--- config.mk ---
export PLATFORM = sky130hd
export DESIGN_NAME = custom_rx_seq
export DESIGN_NICKNAME = d
export VERILOG_FILES = /design/src/rtl/custom_rx_seq_pkg.sv /design/src/rtl/custom_rx_seq_regs.sv /design/src/rtl/custom_rx_seq.sv
export SDC_FILE = /design/constraint.sdc
export NUM_CORES = 1
export LEC_CHECK = 0
export ABC_AREA = 1
export ABC_CLOCK_PERIOD_IN_PS = 2400
export BUFFER_PORTS_ARGS = -buffer_cell sky130_fd_sc_hd__buf_2
export CAP_MARGIN = 20
export CORE_UTILIZATION = 55
export DETAILED_ROUTE_END_ITERATION = 8
export GPL_ROUTABILITY_DRIVEN = 0
export GPL_TIMING_DRIVEN = 0
export PLACE_DENSITY = 0.79
export SYNTH_ARGS = -nofsm -noshare
export SYNTH_HDL_FRONTEND = slang
export SYNTH_HIERARCHICAL = 1
export SYNTH_SLANG_ARGS = --single-unit
export TNS_END_PERCENT = 30
--- constraint.sdc ---
create_clock -name clock -period 2.4 [get_ports clock]
set_input_delay 0.36 -clock clock [delete_from_list [all_inputs] [get_ports clock]]
set_output_delay 0.36 -clock clock [all_outputs]
set_load 0.02 [all_outputs]
--- src/rtl/custom_rx_seq_pkg.sv ---
// Shared definitions for the custom RX reconfiguration sequencer:
// FSM state encoding, settings-bus register offsets and mode codes.
package custom_rx_seq_pkg;

  typedef enum logic [2:0] {
    ST_IDLE,
    ST_LOAD,
    ST_SETTLE,
    ST_RUN,
    ST_DRAIN
  } state_t;

  localparam logic [7:0] OFF_PHASE  = 8'd0;
  localparam logic [7:0] OFF_MODE   = 8'd1;
  localparam logic [7:0] OFF_SETTLE = 8'd2;

  localparam logic [1:0] MODE_PASS   = 2'd0;
  localparam logic [1:0] MODE_MIX    = 2'd1;
  localparam logic [1:0] MODE_BYPASS = 2'd2;

  // The reserved code 3 is folded onto pass-through before it becomes active.
  function automatic logic [1:0] legal_mode(input logic [1:0] m);
    return (m == 2'd3) ? MODE_PASS : m;
  endfunction

endpackage

--- src/rtl/custom_rx_seq_regs.sv ---
// Settings-bus decode for the RX sequencer: three shadow registers and a
// commit pulse raised combinationally by a write to the mode address.
module custom_rx_seq_regs
  import custom_rx_seq_pkg::*;
#(
  parameter logic [7:0] SR_BASE = 8'd0
) (
  input  logic        clock,
  input  logic        reset_n,
  input  logic        clear,
  input  logic        set_stb,
  input  logic [7:0]  set_addr,
  input  logic [31:0] set_data,
  output logic [31:0] shadow_phase,
  output logic [1:0]  shadow_mode,
  output logic [15:0] shadow_settle,
  output logic        commit
);

  localparam logic [7:0] A_PHASE  = SR_BASE + OFF_PHASE;
  localparam logic [7:0] A_MODE   = SR_BASE + OFF_MODE;
  localparam logic [7:0] A_SETTLE = SR_BASE + OFF_SETTLE;

  // A write coinciding with clear is dropped so re-enable reloads the old shadow.
  logic wr;
  assign wr     = set_stb & ~clear;
  assign commit = wr && (set_addr == A_MODE);

  always_ff @(posedge clock or negedge reset_n) begin
    if (!reset_n) begin
      shadow_phase  <= '0;
      shadow_mode   <= '0;
      shadow_settle <= '0;
    end else if (wr) begin
      case (set_addr)
        A_PHASE:  shadow_phase  <= set_data;
        A_MODE:   shadow_mode   <= set_data[1:0];
        A_SETTLE: shadow_settle <= set_data[15:0];
        default:  ;
      endcase
    end
  end

endmodule

--- src/rtl/custom_rx_seq.sv ---
// RX reconfiguration sequencer: drain, load, settle, run. The optional gated
// strobe counter is built only when CUSTOM_RX_SEQ_GATE_CNT_EN is defined.
module custom_rx_seq
  import custom_rx_seq_pkg::*;
#(
  parameter logic [7:0]  SR_BASE    = 8'd0,
  parameter int unsigned PIPE_DEPTH = 8
) (
  input  logic        clock,
  input  logic        reset_n,
  input  logic        clear,
  input  logic        enable,
  input  logic        set_stb,
  input  logic [7:0]  set_addr,
  input  logic [31:0] set_data,
  input  logic        ddc_out_strobe,
  output logic [31:0] phase_inc,
  output logic        phase_load,
  output logic [1:0]  mode,
  output logic        ddc_out_enable,
  output logic        bb_gate,
  output logic        busy,
  output logic [15:0] gated_count
);

  localparam logic [15:0] DRAIN_LEN = 16'(PIPE_DEPTH);

  state_t      state, state_next;
  logic        pending;
  logic [15:0] cnt;
  logic [31:0] sh_phase;
  logic [1:0]  sh_mode;
  logic [15:0] sh_settle;
  logic        commit;

  custom_rx_seq_regs #(.SR_BASE(SR_BASE)) u_regs (
    .clock         (clock),
    .reset_n       (reset_n),
    .clear         (clear),
    .set_stb       (set_stb),
    .set_addr      (set_addr),
    .set_data      (set_data),
    .shadow_phase  (sh_phase),
    .shadow_mode   (sh_mode),
    .shadow_settle (sh_settle),
    .commit        (commit)
  );

  always_ff @(posedge clock or negedge reset_n) begin
    if (!reset_n) state <= ST_IDLE;
    else          state <= state_next;
  end

  // RUN looks at the live commit too, so DRAIN starts the cycle after it.
  always_comb begin
    state_next = state;
    if (clear || !enable) begin
      state_next = ST_IDLE;
    end else begin
      case (state)
        ST_IDLE:   state_next = ST_LOAD;
        ST_LOAD:   state_next = ST_SETTLE;
        ST_SETTLE: if (cnt <= 16'd1) state_next = ST_RUN;
        ST_RUN:    if (pending || commit) state_next = ST_DRAIN;
        ST_DRAIN:  if (cnt == 16'd1) state_next = ST_LOAD;
        default:   state_next = ST_IDLE;
      endcase
    end
  end

  always_comb begin
    phase_load     = (state == ST_LOAD);
    ddc_out_enable = (state != ST_IDLE);
    bb_gate        = (state == ST_RUN);
    busy           = (state == ST_LOAD) || (state == ST_SETTLE) || (state == ST_DRAIN);
  end

  // Active values are captured on entry to LOAD so they are valid with phase_load.
  always_ff @(posedge clock or negedge reset_n) begin
    if (!reset_n) begin
      phase_inc <= '0;
      mode      <= MODE_PASS;
      cnt       <= '0;
      pending   <= 1'b0;
    end else begin
      if (state_next == ST_LOAD) begin
        phase_inc <= sh_phase;
        mode      <= legal_mode(sh_mode);
        cnt       <= sh_settle;
      end else if (state_next == ST_DRAIN && state != ST_DRAIN) begin
        cnt <= DRAIN_LEN;
      end else if ((state == ST_SETTLE || state == ST_DRAIN) && cnt != '0) begin
        cnt <= cnt - 16'd1;
      end

      if (clear)                        pending <= 1'b0;
      else if (commit)                  pending <= 1'b1;
      else if (state_next == ST_LOAD)   pending <= 1'b0;
    end
  end

`ifdef CUSTOM_RX_SEQ_GATE_CNT_EN
  always_ff @(posedge clock or negedge reset_n) begin
    if (!reset_n)                                  gated_count <= '0;
    else if (clear)                                gated_count <= '0;
    else if (ddc_out_strobe && busy && gated_count != '1)
      gated_count <= gated_count + 16'd1;
  end
`else
  logic unused_strobe;
  assign unused_strobe = ddc_out_strobe;
  assign gated_count   = '0;
`endif

endmodule
==> report_table.html <==
<table>
<tr><th>Metric</th><th>Value</th></tr>
<tr><th colspan="2">Timing</th></tr>
<tr><td>Total of endpoints with negative setup slack in the final report</td><td>0</td></tr>
<tr><td>Shortest clock period the worst path allows after layout</td><td>roughly 2.2 ns</td></tr>
<tr><td>Headroom to the max-slew limit</td><td>between 60% and 70%</td></tr>
<tr><td>Measured slew at the worst slew-check pin</td><td>around 0.50 ns</td></tr>
<tr><td>Worst Skew</td><td>approximately 0.015 ns</td></tr>
<tr><td>Tightest hold margin</td><td>roughly 0.2 ns</td></tr>
<tr><td>Max Clk Rate</td><td>about 450 MHz</td></tr>
<tr><td>Setup repair after global routing missed its margin</td><td>false</td></tr>
<tr><td>Pins over their slew limit</td><td>0</td></tr>
<tr><td>Count of endpoints failing hold in the final timing report</td><td>0</td></tr>
<tr><td>Final clock period utilization by the worst path</td><td>91.7%</td></tr>
<tr><th colspan="2">Setup path</th></tr>
<tr><td>Category of the critical setup timing path</td><td>reg2reg</td></tr>
<tr><td>Element type at the critical path end</td><td>flop</td></tr>
<tr><td>Standard cell with the maximum stage delay on the critical path</td><td>sky130_fd_sc_hd__dfrtp_1</td></tr>
<tr><td>CP Buf/Inv Count</td><td>3</td></tr>
<tr><td>Startpoint type of the worst setup path</td><td>flop</td></tr>
<tr><td>Data required time at the worst endpoint</td><td>roughly 2.7 ns</td></tr>
<tr><td>Ordered cell list for the critical path</td><td>inv_1 -&gt; ha_1 -&gt; nand2_1 -&gt; a21oi_1 -&gt; nand2_1 -&gt; nand3_2 -&gt; nand3_2 -&gt; buf_6 -&gt; buf_6 -&gt; nand2_1 -&gt; nand2_1 -&gt; nand2_1 -&gt; nand2_1</td></tr>
<tr><td>Max stage delay on crit path</td><td>about 0.43 ns</td></tr>
<tr><td>Maximum net fanout on the critical path</td><td>10</td></tr>
<tr><td>Cell type with the highest occurrence count on the critical path</td><td>sky130_fd_sc_hd__nand2_1</td></tr>
<tr><td>Crit path DAT</td><td>roughly 2.5 ns</td></tr>
<tr><td>Gate family responsible for the most delay along the worst path</td><td>simple AND/OR/NAND/NOR gates</td></tr>
<tr><th colspan="2">Yosys</th></tr>
<tr><td>Top_reg_cell synth</td><td>sky130_fd_sc_hd__dfrtp_1</td></tr>
<tr><td>Count of yosys warnings during synthesis</td><td>6</td></tr>
<tr><td>Count of unique library cells instantiated by Yosys</td><td>30</td></tr>
<tr><td>Ys async rst share</td><td>100%</td></tr>
<tr><td>Dominant cell type by area after synthesis</td><td>sky130_fd_sc_hd__dfrtp_1</td></tr>
<tr><td>Area share of the largest cell type after synthesis</td><td>about half</td></tr>
<tr><td>Mapped Avg Cell Area</td><td>about 7.9 sq um</td></tr>
<tr><td>Most numerous cell types in the synthesized netlist</td><td>232 x sky130_fd_sc_hd__nand2_1, 104 x sky130_fd_sc_hd__dfrtp_1, 63 x sky130_fd_sc_hd__inv_1, 60 x sky130_fd_sc_hd__nand3_1, 38 x sky130_fd_sc_hd__nor2_1</td></tr>
<tr><td>Portion of the post-synthesis area used by sequential elements</td><td>between 40% and 50%</td></tr>
<tr><td>Most repeated cell in the gate-level netlist after synthesis</td><td>sky130_fd_sc_hd__nand2_1</td></tr>
<tr><td>Number of synthesized flops with an enable pin</td><td>0</td></tr>
<tr><td>Number of synthesized register bits</td><td>104</td></tr>
<tr><td>Synthesized netlist cell count</td><td>664</td></tr>
<tr><td>Mapped Area</td><td>approximately 0.0053 sq mm</td></tr>
<tr><td>Dominant cells by area after synthesis</td><td>sky130_fd_sc_hd__dfrtp_1 49%, sky130_fd_sc_hd__nand2_1 17%, sky130_fd_sc_hd__nand3_1 5.7%, sky130_fd_sc_hd__inv_1 4.5%, sky130_fd_sc_hd__nand4_1 4.3%</td></tr>
<tr><th colspan="2">Route</th></tr>
<tr><td>Total wire length</td><td>between 10,000 and 15,000 um</td></tr>
<tr><td>Detailed Route Iter0 Violations</td><td>about 380</td></tr>
<tr><td>Met2 wire length</td><td>5900 um</td></tr>
<tr><td>Highest Signal Layer</td><td>met4</td></tr>
<tr><td>Number of iterations in the first detailed-routing pass</td><td>5</td></tr>
<tr><td>Routed met1 length</td><td>5560 um</td></tr>
<tr><td>Count of vias placed by the detailed router</td><td>around 4,700</td></tr>
<tr><td>Average detailed-routed wire length per instance</td><td>roughly 14 um</td></tr>
<tr><td>Residual DRC count</td><td>0</td></tr>
<tr><td>Number of vias per cell after detailed routing</td><td>around 5.2</td></tr>
<tr><td>Routed Antenna Nets</td><td>0</td></tr>
<tr><td>Length of routed met3 wiring</td><td>around 780 um</td></tr>
<tr><th colspan="2">Floorplan</th></tr>
<tr><td>Initial Util</td><td>57.0%</td></tr>
<tr><td>Horizontal extent of the die</td><td>around 100 um</td></tr>
<tr><td>Number of standard-cell rows in the floorplan</td><td>35</td></tr>
<tr><td>Area of the core region</td><td>roughly 0.0092 sq mm</td></tr>
<tr><td>Total Die Area</td><td>0.00997 sq mm</td></tr>
<tr><td>Die Y-Extent</td><td>roughly 100 um</td></tr>
<tr><td>I/O pin count</td><td>100</td></tr>
<tr><th colspan="2">CTS</th></tr>
<tr><td>Clock latency of the later-clocked register in the worst-skew pair</td><td>~0.37 ns</td></tr>
<tr><td>Buffer levels on the longest clock path</td><td>2</td></tr>
<tr><td>Setup repair bufs after CTS</td><td>0</td></tr>
<tr><td>Clock sink count</td><td>104</td></tr>
<tr><td>Max H-tree Level</td><td>3</td></tr>
<tr><td>CTS tree</td><td>done</td></tr>
<tr><td>Total CTS buffers</td><td>9</td></tr>
<tr><td>Root cell of the clock tree</td><td>sky130_fd_sc_hd__clkbuf_8</td></tr>
<tr><td>Clk slew on worst S/H paths</td><td>about 0.11 ns</td></tr>
<tr><th colspan="2">Job</th></tr>
<tr><td>Max cap viols</td><td>0</td></tr>
<tr><th colspan="2">Finish</th></tr>
<tr><td>Filler instances</td><td>795</td></tr>
<tr><td>Antenna Cells</td><td>0</td></tr>
<tr><td>Fraction of final layout cells sized beyond drive strength 1</td><td>between 20% and 30%</td></tr>
<tr><td>Post-layout util</td><td>roughly 66%</td></tr>
<tr><td>Total number of nets in the final design</td><td>about 820</td></tr>
<tr><td>Layout-stage area growth over the synthesis result</td><td>16.7%</td></tr>
<tr><th colspan="2">Run status</th></tr>
<tr><td>Outcome</td><td>completed</td></tr>
<tr><th colspan="2">Global route</th></tr>
<tr><td>GRT Overall Usage</td><td>a little over a quarter</td></tr>
<tr><td>Remaining global-route overflow</td><td>0</td></tr>
<tr><td>Initial antenna violation count</td><td>0</td></tr>
<tr><td>Wire length of the first global-routing pass</td><td>about 21,000 um</td></tr>
<tr><td>Pin count of the biggest net entering global routing</td><td>between 70 and 80</td></tr>
<tr><td>Number of global-route vias before repair</td><td>approximately 4,500</td></tr>
<tr><th colspan="2">Placed design</th></tr>
<tr><td>Port buffer count</td><td>between 80 and 90</td></tr>
<tr><td>HPWL Detailed</td><td>9230 um</td></tr>
<tr><th colspan="2">Power</th></tr>
<tr><td>Worst vdd rail ir drop</td><td>0.000343 V</td></tr>
<tr><td>Leakage power</td><td>3.43 nW</td></tr>
<tr><td>Power Dens Cells</td><td>752 mW/mm^2</td></tr>
<tr><th colspan="2">Min path</th></tr>
<tr><td>Hold Path Class</td><td>in2reg</td></tr>
</table>
placed cells by master, fill, tap and decap left out, types with 3 or more instances in the layout:
| cell | count |
|---|---|
| sky130_fd_sc_hd__a21oi_1 | 4 |
| sky130_fd_sc_hd__buf_2 | 103 |
| sky130_fd_sc_hd__buf_4 | 17 |
| sky130_fd_sc_hd__buf_6 | 8 |
| sky130_fd_sc_hd__clkbuf_8 | 10 |
| sky130_fd_sc_hd__conb_1 | 16 |
| sky130_fd_sc_hd__dfrtp_1 | 104 |
| sky130_fd_sc_hd__ha_1 | 3 |
| sky130_fd_sc_hd__inv_1 | 63 |
| sky130_fd_sc_hd__inv_2 | 4 |
| sky130_fd_sc_hd__nand2_1 | 232 |
| sky130_fd_sc_hd__nand3_1 | 60 |
| sky130_fd_sc_hd__nand3_2 | 4 |
| sky130_fd_sc_hd__nand4_1 | 36 |
| sky130_fd_sc_hd__nor2_1 | 38 |
| sky130_fd_sc_hd__nor2_2 | 5 |
| sky130_fd_sc_hd__nor2_4 | 4 |
| sky130_fd_sc_hd__o21ai_1 | 34 |
| sky130_fd_sc_hd__xor2_1 | 11 |
cells by family after synthesis:
logic type | synth area share [%]
and+or+nand+nor | 32.6
buffers and inverters | 11.1
DFF | 49.4
AOI/OAI and AO/OA | 4.14
xor gates and xnor gates | 2.00
adders and majority gates | 0.713
other | 0.0712
final timing paths:
kind | from | to | slack, ns | cells after the start
setup reg to reg | cnt[0]$_DFFE_PN0P_ | cnt[3]$_DFFE_PN0P_ | 0.20 | 13
min in group asynchronous | reset_n | phase_inc[16]$_DFFE_PN0P_ | 0.47 | 2
setup / recovery | cnt[0]$_DFFE_PN0P_ | cnt[3]$_DFFE_PN0P_ | 0.20 | 13
hold reg to reg | u_regs/shadow_phase[27]$_DFFE_PN0P_ | u_regs/shadow_phase[27]$_DFFE_PN0P_ | 0.48 | 2
max in group asynchronous | reset_n | phase_inc[27]$_DFFE_PN0P_ | 1.24 | 3
hold / removal | set_data[27] | u_regs/shadow_phase[27]$_DFFE_PN0P_ | 0.21 | 3
power by group:
part           leakage [nW]  switching [mW]  internal, mW
Clock                 0.109           0.633         0.526
Combinational          1.89           0.871         0.516
Sequential             1.43           0.170          1.90
Total                  3.43            1.67          2.95
registers in the layout (all words and copies together), names as in the netlist:
signal                count
pending                   1
cnt                      16
u_regs/shadow_mode        2
state                     3
u_regs/shadow_settle     16
mode                      2
u_regs/shadow_phase      32
phase_inc                32
tightest hold or removal path: cells and delay by family:
kind | cells | cell delay [ns]
and+or+nand+nor | 2 | 0.12
buffers and inverters | 1 | 0.08
through the flow:
stage	instances	setup slack, ns	total power [mW]	cell area [sq um]	setup TNS [ns]
final	908	0.199	4.62	6140	0
after global routing	908	0.0742	4.92	6140	0
after CTS	908	0.255	4.62	6140	0
after detailed placement	891	-0.101	3.45	5920	-2.72
after global placement	890	-0.0883	3.40	5890	-8.94
after floorplan	679	0.485	3.11	5320	0
final cells by class:
| cell class | count | area [sq um] | area share (%) |
|---|---|---|---|
| inverters | 67 | 251 | 4.09 |
| well taps | 129 | 161 | 2.63 |
| clock inverters | 6 | 72.6 | 1.18 |
| plain buffers | 49 | 332 | 5.40 |
| repair buffers | 84 | 450 | 7.33 |
| multi-input cells | 459 | 2130 | 34.8 |
| clock buffers | 10 | 138 | 2.24 |
| flip-flops and latches | 104 | 2600 | 42.4 |
what timing repair did:
item                                   CTS  global route
resized for setup                        0             0
endpoints found under the hold margin   29             0
hold buffers                             1             0
metal layers:
| layer | track usage [%] | vias to the layer above |
|---|---|---|
| met3 | 5.08 | 23 |
| li1 | - | 2298 |
| met1 | 37.1 | 2186 |
| met5 | 0 | - |
| met4 | 9.95 | 0 |
| met2 | 42.1 | 175 |
Power figures use the tool's default switching activity.
